[src/rtl/ray_dispatcher_if.sv]
// Ray dispatcher bus: frame/ray handshake toward the ray calculator and
// column-buffer write port. The slave modport is the dispatcher itself.
interface ray_dispatcher_if;
  logic        frame_start;
  logic        ray_done;
  logic [11:0] distance_x;
  logic [11:0] distance_y;
  logic        prev_side;
  logic        is_new_ray;
  logic [9:0]  ray_index;
  logic [1:0]  fsm_state;
  logic        col_we;
  logic [9:0]  col_addr;
  logic [8:0]  col_height;
  logic        col_side;
  logic        frame_done;

  modport master (
    output frame_start, ray_done, distance_x, distance_y, prev_side,
    input  is_new_ray, ray_index, fsm_state, col_we, col_addr,
           col_height, col_side, frame_done
  );

  modport slave (
    input  frame_start, ray_done, distance_x, distance_y, prev_side,
    output is_new_ray, ray_index, fsm_state, col_we, col_addr,
           col_height, col_side, frame_done
  );
endinterface

[src/rtl/ray_dispatcher.sv]
// Ray dispatcher: walks a frame column by column, issues one ray per column,
// converts the returned perpendicular distance into a wall height with a
// 17-step restoring divider and writes it to the column buffer.
// Optional per-ray watchdog: define RAY_TIMEOUT_EN.
module ray_dispatcher #(
  parameter int unsigned SCREEN_W       = 640,
  parameter int unsigned SCREEN_H       = 480,
  parameter int unsigned TIMEOUT_CYCLES = 256
) (
  input logic            clk,
  input logic            reset,
  ray_dispatcher_if.slave bus
);

  localparam int unsigned IDX_W = 10;
  localparam int unsigned HGT_W = 9;
  localparam int unsigned DST_W = 12;
  localparam int unsigned QUO_W = 17;
  localparam int unsigned REM_W = DST_W + 1;
  localparam int unsigned CNT_W = 5;
  localparam logic [QUO_W-1:0] DIVIDEND = QUO_W'(SCREEN_H * 256);

  typedef enum logic [2:0] {S_IDLE, S_ISSUE, S_WAIT, S_DIV, S_WRITE} state_t;

  state_t             state_q, state_d;
  logic [IDX_W-1:0]   ray_index_q, ray_index_d;
  logic [DST_W-1:0]   dist_q, dist_d;
  logic [REM_W-1:0]   rem_q, rem_d;
  logic [QUO_W-1:0]   quo_q, quo_d;
  logic [CNT_W-1:0]   div_cnt_q, div_cnt_d;
  logic [HGT_W-1:0]   col_height_q, col_height_d;
  logic               col_side_q, col_side_d;
  logic               frame_done_q, frame_done_d;
  logic               is_new_ray_q, is_new_ray_d;
  logic               col_we_q, col_we_d;
  logic [1:0]         fsm_state_q, fsm_state_d;

`ifdef RAY_TIMEOUT_EN
  localparam int unsigned WD_W = $clog2(TIMEOUT_CYCLES + 1);
  logic [WD_W-1:0]    wd_cnt_q, wd_cnt_d;
`endif

  // One restoring-divide step: shift in the next dividend bit, subtract if it fits
  logic [REM_W-1:0] rem_sh, rem_nx;
  logic             rem_ge;
  logic [QUO_W-1:0] quo_nx;
  logic [HGT_W-1:0] height_sat;

  always_comb begin
    rem_sh     = {rem_q[REM_W-2:0], quo_q[QUO_W-1]};
    rem_ge     = (rem_sh >= {1'b0, dist_q});
    rem_nx     = rem_ge ? (rem_sh - {1'b0, dist_q}) : rem_sh;
    quo_nx     = {quo_q[QUO_W-2:0], rem_ge};
    height_sat = (quo_nx > QUO_W'(SCREEN_H)) ? HGT_W'(SCREEN_H) : HGT_W'(quo_nx);
  end

  // Next-state and registered-output logic
  always_comb begin
    state_d      = state_q;
    ray_index_d  = ray_index_q;
    dist_d       = dist_q;
    rem_d        = rem_q;
    quo_d        = quo_q;
    div_cnt_d    = div_cnt_q;
    col_height_d = col_height_q;
    col_side_d   = col_side_q;
    frame_done_d = 1'b0;
`ifdef RAY_TIMEOUT_EN
    wd_cnt_d     = wd_cnt_q;
`endif

    case (state_q)
      S_IDLE: begin
        if (bus.frame_start) begin
          ray_index_d = '0;
          state_d     = S_ISSUE;
        end
      end
      S_ISSUE: begin
        state_d = S_WAIT;
`ifdef RAY_TIMEOUT_EN
        wd_cnt_d = '0;
`endif
      end
      S_WAIT: begin
        // ray_done wins over a coinciding watchdog expiry
        if (bus.ray_done) begin
          dist_d     = bus.prev_side ? bus.distance_y : bus.distance_x;
          col_side_d = bus.prev_side;
          rem_d      = '0;
          quo_d      = DIVIDEND;
          div_cnt_d  = '0;
          state_d    = S_DIV;
        end
`ifdef RAY_TIMEOUT_EN
        else if (wd_cnt_q == WD_W'(TIMEOUT_CYCLES - 1)) begin
          col_height_d = '0;
          col_side_d   = 1'b0;
          state_d      = S_WRITE;
        end else begin
          wd_cnt_d = wd_cnt_q + WD_W'(1);
        end
`endif
      end
      S_DIV: begin
        rem_d     = rem_nx;
        quo_d     = quo_nx;
        div_cnt_d = div_cnt_q + CNT_W'(1);
        if (div_cnt_q == CNT_W'(QUO_W - 1)) begin
          col_height_d = height_sat;
          state_d      = S_WRITE;
        end
      end
      S_WRITE: begin
        if (ray_index_q == IDX_W'(SCREEN_W - 1)) begin
          frame_done_d = 1'b1;
          state_d      = S_IDLE;
        end else begin
          ray_index_d = ray_index_q + IDX_W'(1);
          state_d     = S_ISSUE;
        end
      end
      default: state_d = S_IDLE;
    endcase

    is_new_ray_d = (state_d == S_ISSUE);
    col_we_d     = (state_d == S_WRITE);
    case (state_d)
      S_IDLE:          fsm_state_d = 2'b00;
      S_ISSUE, S_WAIT: fsm_state_d = 2'b01;
      S_DIV:           fsm_state_d = 2'b10;
      S_WRITE:         fsm_state_d = 2'b11;
      default:         fsm_state_d = 2'b00;
    endcase
  end

  // State and output registers, synchronous reset
  always_ff @(posedge clk) begin
    if (reset) begin
      state_q      <= S_IDLE;
      ray_index_q  <= '0;
      dist_q       <= '0;
      rem_q        <= '0;
      quo_q        <= '0;
      div_cnt_q    <= '0;
      col_height_q <= '0;
      col_side_q   <= 1'b0;
      frame_done_q <= 1'b0;
      is_new_ray_q <= 1'b0;
      col_we_q     <= 1'b0;
      fsm_state_q  <= 2'b00;
`ifdef RAY_TIMEOUT_EN
      wd_cnt_q     <= '0;
`endif
    end else begin
      state_q      <= state_d;
      ray_index_q  <= ray_index_d;
      dist_q       <= dist_d;
      rem_q        <= rem_d;
      quo_q        <= quo_d;
      div_cnt_q    <= div_cnt_d;
      col_height_q <= col_height_d;
      col_side_q   <= col_side_d;
      frame_done_q <= frame_done_d;
      is_new_ray_q <= is_new_ray_d;
      col_we_q     <= col_we_d;
      fsm_state_q  <= fsm_state_d;
`ifdef RAY_TIMEOUT_EN
      wd_cnt_q     <= wd_cnt_d;
`endif
    end
  end

  assign bus.is_new_ray = is_new_ray_q;
  assign bus.ray_index  = ray_index_q;
  assign bus.fsm_state  = fsm_state_q;
  assign bus.col_we     = col_we_q;
  assign bus.col_addr   = ray_index_q;
  assign bus.col_height = col_height_q;
  assign bus.col_side   = col_side_q;
  assign bus.frame_done = frame_done_q;

endmodule
[src/flat_wrapper.sv]
// flat-port wrapper written by rule: the top's interface ports become plain ports
module ray_dispatcher_flat 
#(
  parameter int unsigned SCREEN_W       = 640,
  parameter int unsigned SCREEN_H       = 480,
  parameter int unsigned TIMEOUT_CYCLES = 256
)
  (clk, reset, bus_frame_start, bus_ray_done, bus_distance_x, bus_distance_y, bus_prev_side, bus_is_new_ray, bus_ray_index, bus_fsm_state, bus_col_we, bus_col_addr, bus_col_height, bus_col_side, bus_frame_done);
  ray_dispatcher_if bus_i ();
  input logic clk;
  input logic reset;
  input wire logic [$bits(bus_i.frame_start)-1:0] bus_frame_start;
  input wire logic [$bits(bus_i.ray_done)-1:0] bus_ray_done;
  input wire logic [$bits(bus_i.distance_x)-1:0] bus_distance_x;
  input wire logic [$bits(bus_i.distance_y)-1:0] bus_distance_y;
  input wire logic [$bits(bus_i.prev_side)-1:0] bus_prev_side;
  output wire logic [$bits(bus_i.is_new_ray)-1:0] bus_is_new_ray;
  output wire logic [$bits(bus_i.ray_index)-1:0] bus_ray_index;
  output wire logic [$bits(bus_i.fsm_state)-1:0] bus_fsm_state;
  output wire logic [$bits(bus_i.col_we)-1:0] bus_col_we;
  output wire logic [$bits(bus_i.col_addr)-1:0] bus_col_addr;
  output wire logic [$bits(bus_i.col_height)-1:0] bus_col_height;
  output wire logic [$bits(bus_i.col_side)-1:0] bus_col_side;
  output wire logic [$bits(bus_i.frame_done)-1:0] bus_frame_done;
  assign bus_i.frame_start = bus_frame_start;
  assign bus_i.ray_done = bus_ray_done;
  assign bus_i.distance_x = bus_distance_x;
  assign bus_i.distance_y = bus_distance_y;
  assign bus_i.prev_side = bus_prev_side;
  assign bus_is_new_ray = bus_i.is_new_ray;
  assign bus_ray_index = bus_i.ray_index;
  assign bus_fsm_state = bus_i.fsm_state;
  assign bus_col_we = bus_i.col_we;
  assign bus_col_addr = bus_i.col_addr;
  assign bus_col_height = bus_i.col_height;
  assign bus_col_side = bus_i.col_side;
  assign bus_frame_done = bus_i.frame_done;
  ray_dispatcher #(.SCREEN_W(SCREEN_W), .SCREEN_H(SCREEN_H), .TIMEOUT_CYCLES(TIMEOUT_CYCLES)) u_core (.clk(clk), .reset(reset), .bus(bus_i));
endmodule
[config.mk]
export PLATFORM = sky130hd
export DESIGN_NAME = ray_dispatcher_flat
export DESIGN_NICKNAME = d
export VERILOG_FILES = /design/src/rtl/ray_dispatcher_if.sv /design/src/rtl/ray_dispatcher.sv /design/src/flat_wrapper.sv
export SDC_FILE = /design/constraint.sdc
export NUM_CORES = 1
export LEC_CHECK = 0
export CAP_MARGIN = 20
export CORE_ASPECT_RATIO = 2
export CORE_UTILIZATION = 40
export DETAILED_ROUTE_END_ITERATION = 8
export GPL_TIMING_DRIVEN = 0
export PLACE_DENSITY_LB_ADDON = 0.3
export SLEW_MARGIN = 20
export SYNTH_ARGS = -nofsm -noshare
export SYNTH_HDL_FRONTEND = slang
export SYNTH_SLANG_ARGS = --single-unit
[constraint.sdc]
create_clock -name clk -period 3.2 [get_ports clk]
set_input_delay 0.32 -clock clk [delete_from_list [all_inputs] [get_ports clk]]
set_output_delay 0.32 -clock clk [all_outputs]
set_load 0.005 [all_outputs]
==> impl_metrics.csv, run 1 <==
group,metric,value,unit
clock_network,cts_buffers,9,
clock_network,clockBufferDepth,2,
yosys,synth_edf_count,0,
yosys,synthCells,439,
finish,regArea,1480,µm²
finish,final_area,4810,µm²
routing,via_per_inst,5.59,
routing,remaining_drc_errors,0,
clock_network,cts_tree,"yes",
clock_network,cts_setup_buffers,0,
finish,drive_above_1_share,8.33,%
yosys,syn-num-nets,484,
timing,hold_viol_final,0,
routing,wirelength,9700,µm
yosys,ys_seq_area_share,39.5,%
global_routing,grt_pass1_wl,16000,µm
global_routing,grt.total_usage,20.7,%
routing,dr.pass1.iters,4,
placed_design,dp_slack,603,ps
critical_path,r2r_setup_slack,540,ps
die,initial_core_util,41.6,%
power_and_ir_drop,power_density,518,nW/µm²
critical_path,r2r-end,"u_core.rem_q[10]$_SDFFE_PP0P_",
placed_design,dpl.hpwl,7270,µm
power_and_ir_drop,total_leakage_power,0.00175,µW
finish,mostFrequentLayoutCells,"nor2_1, dfxtp_1, clkdlybuf4s50_1",
timing,max_slew_margin,46.7,%
hold_path,hp-start,"bus_prev_side",
yosys,async_reset_ff_share,0,%
yosys,synth-main-ff-cell,"dfxtp_1",
hold_path,hp-class,"in -> reg",
timing,layout_setup_ws,539,ps
global_routing,antenna_found_initial,0,
die,die-area,9780,µm²
critical_path,cp-end-kind,"flip-flop",
timing,finalSetupViolCount,0,
die,die_height,139,µm
timing,drv_slew,0,
clock_network,cts_resized,0,
clock_network,hold_buffers,0,
die,dieWidth,70.4,µm
placed_design,placed_area,4490,µm²
yosys,synth_warnings,0,
critical_path,worst_setup_path_start_kind,"flip-flop",
global_routing,grt-ovfl-total,0,
clock_network,cts_root_buf,"clkbuf_16",
routing,vias,3454,
critical_path,critical_path.max_fanout,4,
yosys,synth_seq_cells,74,
clock_network,insertion_delay,330,ps
finish,area_growth,28.5,%
timing,rsz0062_at_grt,"no",
clock_network,clock_sinks,74,
finish,fin_util,53.4,%
timing,finClkSkew,4.91,ps
timing,worst_pin_slew,800,ps
critical_path,cp.required,3460,ps
hold_path,worstHoldPathCells,3,
global_routing,grt_pass1_vias,3563,
die,core.rowCount,49,
global_routing,grt_max_degree,12,
die,num_io_pins,64,
critical_path,r2r-start,"u_core.quo_q[16]$_SDFFE_PP0P_",
yosys,synth_cell_types,58,
critical_path,cp.arrival,2920,ps
finish,finalNetCount,557,
clock_network,htreeDepth,3,
finish,fillers,847,
hold_path,min_to,"u_core.dist_q[0]$_SDFFE_PP0P_",
yosys,netlist_area,3750,µm²
power_and_ir_drop,vdd_ir_drop_max,0.380,mV
yosys,syn_avg_cell_area,8.53,µm²
routing,ant_nets,0,
timing,finalSetupTns,0,ps
finish,multiInputGateArea,2010,µm²
finish,antennaDiodeCount,0,
timing,timing.hold.ws,426,ps
routing,wire_per_inst,15.7,µm
timing,fmax,376,MHz
die,placeableCoreArea,9010,µm²
placed_design,io_buffers,62,
critical_path,r2r.worst_path.cells,9,
status,status,"finished clean",
placed_design,globalplace.congestion,0.906,
routing,drtIter0Drc,220,
timing,finalCritPeriodShare,83.2,%
timing,post-route-min-period,2660,ps
flow_run,maxCapViolations,0,
clock_network,clkTransAtPathRegs,60,ps
critical_path,critical_path_class,"reg -> reg",
## how the worst max path moves through the flow
| stage | start | endpoint | slack, ps |
|---|---|---|---|
| finish | u_core.quo_q[16]$_SDFFE_PP0P_ | u_core.rem_q[10]$_SDFFE_PP0P_ | 540 |
| detailed placement | u_core.quo_q[16]$_SDFFE_PP0P_ | u_core.rem_q[10]$_SDFFE_PP0P_ | 600 |
| floorplan | u_core.quo_q[16]$_SDFFE_PP0P_ | u_core.rem_q[10]$_SDFFE_PP0P_ | 880 |
| CTS | u_core.quo_q[16]$_SDFFE_PP0P_ | u_core.rem_q[10]$_SDFFE_PP0P_ | 550 |
| global route | u_core.quo_q[16]$_SDFFE_PP0P_ | u_core.rem_q[10]$_SDFFE_PP0P_ | 390 |
| global placement | u_core.quo_q[16]$_SDFFE_PP0P_ | u_core.rem_q[10]$_SDFFE_PP0P_ | 640 |
## synth_stat cells, types with 3 or more instances
master	number	area (µm²)
dfxtp_1	74	1480
nor2_1	74	278
nand2_1	33	124
inv_1	19	71.3
a21oi_1	18	90.1
o211ai_1	18	135
a22oi_1	17	128
ha_1	15	188
a211oi_1	13	97.6
clkbuf_1	13	48.8
mux2i_1	13	130
buf_4	10	75.1
nor3_1	10	50.1
nand3_1	9	45.0
xnor2_1	8	70.1
o21ai_0	7	35.0
nand4_1	6	37.5
nor4_1	6	37.5
buf_2	5	25.0
nor2b_1	5	31.3
o21a_1	5	37.5
o22ai_1	5	31.3
or3_1	5	31.3
a31oi_1	3	18.8
buf_1	3	11.3
nand2b_1	3	18.8
xor2_1	3	26.3
## stage by stage
step / std cells / power (µW)
detailed placement: 603 / 1420
global placement: 603 / 1410
finish: 618 / 2490
global route: 618 / 2580
floorplan: 439 / 1290
CTS: 618 / 2510
## final cells by class
type                       count  share of cell area, %
buffer                        33                   3.79
multi-input combinational    313                   41.8
clock buffer                  13                   5.41
clock inverter                 2                   1.25
tap                          102                   2.65
sequential                    74                   30.8
inverter                      19                   1.48
timing repair buffer          62                   12.9
## flip-flops by register name, summed over array words and instances, names as in the netlist
| name | flops |
|---|---|
| u_core.bus.frame_done | 1 |
| u_core.div_cnt_q | 5 |
| u_core.dist_q | 12 |
| u_core.quo_q | 17 |
| u_core.bus.col_side | 1 |
| u_core.bus.col_we | 1 |
| u_core.bus.fsm_state | 2 |
| u_core.bus.col_addr | 10 |
| u_core.bus.is_new_ray | 1 |
| u_core.bus.col_height | 9 |
| u_core.state_q | 3 |
| u_core.rem_q | 12 |
## critical path, stage by stage, from the launching register on
cell and delay (ps):
dfxtp_1 380, inv_1 70, ha_1 230, fa_1 410
nor2b_1 210, o2111ai_1 230, a311o_1 400, a21o_1 170
a2111o_1 390, o211ai_1 90
## report_power, final
| group | internal, µW | leakage [µW] | total, µW | switching [µW] |
|---|---|---|---|---|
| Sequential | 946 | 0.000598 | 961 | 14.5 |
| Clock | 721 | 0.000156 | 1090 | 369 |
| Combinational | 182 | 0.000999 | 442 | 260 |
## per-layer routing
layer  part of all wire [%]  GRT usage, %  vias to the layer above
li1                       -             -                     1718
met1                     35          19.0                     1632
met2                     58          39.7                       76
met3                    3.1          3.63                       28
met4                    3.8          13.2                        0
met5                      0             0                        -
## kinds of logic (layout without fill, tap and decap cells)
family	after synthesis	count (layout)	synth area share, %
mux	13	13	3.47
flops	74	74	39.5
simple gates	167	167	21.2
xor+xnor	11	11	2.57
compound gates	106	106	20.8
fa+ha+maj	16	16	5.54
buf+inv	52	129	6.78
No activity file was read; power rests on OpenSTA's default activity.
==> inputs of run 2 (changes only) <==
- clock period: 3.2 -> 2.7 ns (I/O delays scaled with it)
==> impl_metrics.csv, run 2 (synthesis results as in run 1) <==
group,metric,value,unit
clock_network,cts_root_buf,"clkbuf_16",
die,placeableCoreArea,9010,µm²
critical_path,cp-end-kind,"flip-flop",
global_routing,antenna_found_initial,0,
clock_network,clkTransAtPathRegs,60,ps
timing,max_slew_margin,46.6,%
clock_network,insertion_delay,330,ps
timing,rsz0062_at_grt,"no",
timing,hold_viol_final,0,
power_and_ir_drop,vdd_ir_drop_max,0.451,mV
critical_path,crit_path_max_incr_delay,420,ps
die,die_height,139,µm
critical_path,worst_setup_path_start_kind,"flip-flop",
critical_path,cp.required,2960,ps
hold_path,hp-class,"in -> reg",
global_routing,grt-ovfl-total,0,
timing,finalCritPeriodShare,95.4,%
die,num_io_pins,64,
placed_design,dp_slack,103,ps
finish,finalNetCount,557,
timing,fmax,388,MHz
finish,drive_above_1_share,8.72,%
flow_run,maxCapViolations,0,
global_routing,grt_pass1_wl,16000,µm
timing,post-route-min-period,2580,ps
timing,worst_pin_slew,801,ps
finish,mostFrequentLayoutCells,"nor2_1, dfxtp_1, clkdlybuf4s50_1",
power_and_ir_drop,power_frac_comb,17.9,%
power_and_ir_drop,power_density,613,nW/µm²
finish,top_register,"u_core.quo_q",
finish,largestRegisters,"u_core.quo_q x17, u_core.dist_q x12, u_core.rem_q x12",
power_and_ir_drop,pwr-share-clk,43.6,%
clock_network,htreeDepth,3,
power_and_ir_drop,total_leakage_power,0.00176,µW
clock_network,clock_sinks,74,
routing,dr.pass1.iters,5,
global_routing,grt_max_degree,12,
power_and_ir_drop,switching_share,25.8,%
timing,layout_setup_ws,123,ps
clock_network,cts_tree,"yes",
die,initial_core_util,41.6,%
placed_design,dpl.hpwl,7270,µm
die,core.rowCount,49,
critical_path,crit_chain,"inv_1 > ha_1 > fa_1 > nor2b_2 > o2111ai_2 > a311o_1 > a21o_1 > a2111o_1 > o211ai_1",
routing,via_per_inst,5.62,
die,dieWidth,70.4,µm
routing,drtIter0Drc,194,
power_and_ir_drop,internal_power,2190,µW
routing,remaining_drc_errors,0,
status,status,"finished clean",
clock_network,cts_resized,0,
finish,antennaDiodeCount,0,
timing,finalSetupViolCount,0,
clock_network,hold_buffers,0,
die,die-area,9780,µm²
finish,area_growth,28.8,%
critical_path,critical_path_class,"reg -> reg",
power_and_ir_drop,pwr-share-seq,38.5,%
critical_path,critical_path.max_fanout,4,
routing,wirelength,9710,µm
placed_design,io_buffers,62,
critical_path,cp.arrival,2830,ps
placed_design,globalplace.congestion,0.906,
routing,vias,3475,
clock_network,clockBufferDepth,2,
timing,finalSetupTns,0,ps
global_routing,grt_pass1_vias,3563,
global_routing,grt.total_usage,20.7,%
timing,finClkSkew,3.89,ps
critical_path,slowest_stage,"fa_1",
routing,wire_per_inst,15.7,µm
finish,largest_reg_flops,17,
clock_network,cts_buffers,9,
clock_network,cts_setup_buffers,0,
routing,ant_nets,0,
timing,drv_slew,0,
power_and_ir_drop,switching_power,764,µW
## run 2: worst max-delay path, delay by kind of cell, from the launching register on
| kind | cells | cell delay [ps] |
|---|---|---|
| adder cells (fa/ha/maj) | 2 | 650 |
| flip-flops | 1 | 380 |
| AO/OA/AOI/OAI | 5 | 1220 |
| buffers and inverters | 1 | 70 |
| AND/OR/NAND/NOR | 1 | 180 |
## run 2: per-stage QoR
step                cells  util, %  hold slack [ps]  instance area [µm²]  total power [µW]
floorplan             439        -              434                 3750              1520
global placement      603     49.9              444                 4490              1670
detailed placement    603     49.9              458                 4490              1680
CTS                   618     53.4              374                 4810              2970
global route          618     53.5              390                 4820              3070
finish                618     53.5              378                 4820              2960
## run 2: per-layer routing
| layer | global-route usage [%] | up-vias | wire length (µm) |
|---|---|---|---|
| li1 | - | 1716 | - |
| met1 | 19.0 | 1640 | 3380 |
| met2 | 39.7 | 88 | 5560 |
| met3 | 3.63 | 31 | 323 |
| met4 | 13.2 | 0 | 441 |
| met5 | 0 | - | 0 |
## run 2: final timing paths
path / from / endpoint / slack (ps) / depth (start not counted)
max: u_core.quo_q[16]$_SDFFE_PP0P_ / u_core.rem_q[10]$_SDFFE_PP0P_ / 120 / 9
min: bus_prev_side / u_core.dist_q[0]$_SDFFE_PP0P_ / 380 / 3
max reg2reg: u_core.quo_q[16]$_SDFFE_PP0P_ / u_core.rem_q[10]$_SDFFE_PP0P_ / 120 / 9
min reg2reg: u_core.rem_q[11]$_SDFFE_PP0P_ / u_core.rem_q[11]$_SDFFE_PP0P_ / 460 / 2
## run 2: layout make-up
class	instances	area, µm²
multi-input combinational	313	2020
clock inverter	2	60.1
timing repair buffer	62	621
buffer	33	183
clock buffer	13	260
sequential	74	1480
tap	102	128
fill	847	4190
inverter	19	71.3
## run 2: power by group through the flow
stage	combinational (µW)	sequential (µW)	clock, µW
final	531	1140	1290
after global routing	578	1140	1350
after CTS	524	1140	1310
after detailed placement	518	1160	0
after global placement	510	1160	0
after floorplan	366	1160	0
==> inputs of run 3 (changes only) <==
- CAP_MARGIN: 20 -> unset
- REMOVE_ABC_BUFFERS: unset -> 1
==> impl_metrics.csv, run 3 (synthesis results as in run 1) <==
group,metric,value,unit
critical_path,cp.required,2960,ps
power_and_ir_drop,vdd_ir_drop_max,0.423,mV
global_routing,grt-ovfl-total,0,
timing,worst_pin_slew,982,ps
die,die-area,9780,µm²
critical_path,slowest_stage,"or4_1",
timing,post-route-min-period,2560,ps
finish,area_growth,25.4,%
finish,drive_above_1_share,7.98,%
critical_path,worst_setup_path_start_kind,"flip-flop",
die,core.rowCount,49,
finish,largestRegisters,"u_core.quo_q x17, u_core.dist_q x12, u_core.rem_q x12",
critical_path,cp-end-kind,"flip-flop",
finish,multiInputGateArea,2040,µm²
critical_path,r2r_setup_slack,140,ps
clock_network,clock_sinks,74,
finish,largest_reg_flops,17,
placed_design,io_buffers,63,
routing,ant_nets,0,
routing,wirelength,8730,µm
timing,drv_slew,0,
hold_path,hp-start,"reset",
flow_run,maxCapViolations,0,
finish,fillers,835,
clock_network,clkTransAtPathRegs,60,ps
die,placeableCoreArea,9010,µm²
critical_path,crit_top_cell,"buf_4",
placed_design,globalplace.congestion,0.917,
timing,hold_viol_final,0,
routing,drtIter0Drc,221,
status,status,"finished clean",
critical_path,cp-startpoint,"u_core.dist_q[3]$_SDFFE_PP0P_",
power_and_ir_drop,finalPower,2880,µW
timing,fmax,391,MHz
critical_path,critical_path_class,"reg -> reg",
clock_network,insertion_delay,340,ps
critical_path,crit_buf_inv,3,
power_and_ir_drop,power_density,614,nW/µm²
finish,top_register,"u_core.quo_q",
power_and_ir_drop,total_leakage_power,0.00168,µW
timing,finClkSkew,9.07,ps
critical_path,critical_path.max_fanout,8,
finish,regArea,1480,µm²
finish,antennaDiodeCount,0,
routing,dr.pass1.iters,7,
clock_network,cts_tree,"yes",
placed_design,dp_slack,-13.5,ps
finish,finalNetCount,529,
critical_path,path_delay_family,"simple AND/OR/NAND/NOR gates",
clock_network,cts_root_buf,"clkbuf_16",
routing,via_per_inst,5.66,
critical_path,crit_chain,"inv_1 > ha_1 > nand3_1 > o31ai_4 > nor4_4 > buf_4 > buf_4 > or4_1 > o211ai_1",
routing,vias,3348,
routing,remaining_drc_errors,0,
clock_network,htreeDepth,3,
critical_path,crit_path_max_incr_delay,520,ps
die,die_height,139,µm
global_routing,grt_pass1_wl,14900,µm
die,num_io_pins,64,
global_routing,grt_pass1_vias,3223,
timing,finalSetupViolCount,0,
timing,layout_setup_ws,140,ps
die,dieWidth,70.4,µm
timing,finalCritPeriodShare,94.8,%
hold_path,hp-class,"in -> reg",
critical_path,cp.arrival,2810,ps
clock_network,clockBufferDepth,2,
routing,wire_per_inst,14.8,µm
global_routing,antenna_found_initial,0,
timing,max_slew_margin,34.3,%
global_routing,grt.total_usage,19.0,%
placed_design,dpl.hpwl,6440,µm
die,initial_core_util,41.6,%
finish,layout_commonest_cell,"dfxtp_1",
finish,mostFrequentLayoutCells,"dfxtp_1, nor2_1, clkdlybuf4s50_1",
global_routing,grt_max_degree,39,
critical_path,r2r-start,"u_core.dist_q[3]$_SDFFE_PP0P_",
clock_network,cts_buffers,9,
==> run 3: metrics by stage <==
stage | TNS, ps | area [µm²] | instances | util [%] | hold slack, ps
2_1_floorplan | 0 | 3560 | 406 | - | 339
3_3_place_gp | -10900 | 4320 | 571 | 48.0 | 444
3_5_place_dp | -17.8 | 4350 | 572 | 48.2 | 456
4_1_cts | 0 | 4680 | 591 | 52.0 | 340
5_1_grt | -33.5 | 4700 | 591 | 52.1 | 368
6_report | 0 | 4700 | 591 | 52.1 | 335
==> run 3: what timing repair did <==
item | CTS | global route
setup buffers | 3 | 0
hold buffers | 0 | 0
pin swaps | 1 | 1
setup endpoints to repair | 7 | 2
gates resized for setup | 1 | 4
==> run 3: final cells by class <==
type                    instances  area share (%)
multi-input cells             313            43.5
flip-flops and latches         74            31.5
repair buffers                 67            14.2
clock buffers                  10            5.09
well taps                     102            2.72
inverters                      19            1.52
clock inverters                 6            1.39
==> run 3: metal layers <==
layer	global-route usage, %	share of wire [%]	vias up
met3	4.00	3.7	22
met5	0	0	-
met4	10.4	2.9	0
li1	-	-	1666
met1	18.9	37	1556
met2	35.2	56	104
==> run 3: power breakdown <==
part | switching [µW] | internal [µW] | total (µW)
Combinational | 316 | 222 | 538
Clock | 458 | 741 | 1200
Sequential | 22.7 | 1120 | 1140
Total | 797 | 2080 | 2880
==> run 3: final timing paths <==
| check | end | depth (start not counted) |
|---|---|---|
| worst min register to register | u_core.rem_q[11]$_SDFFE_PP0P_ | 2 |
| worst min-delay path | u_core.bus.col_side$_SDFFE_PP0P_ | 2 |
| worst max-delay path | u_core.rem_q[8]$_SDFFE_PP0P_ | 9 |
| worst max register to register | u_core.rem_q[8]$_SDFFE_PP0P_ | 9 |
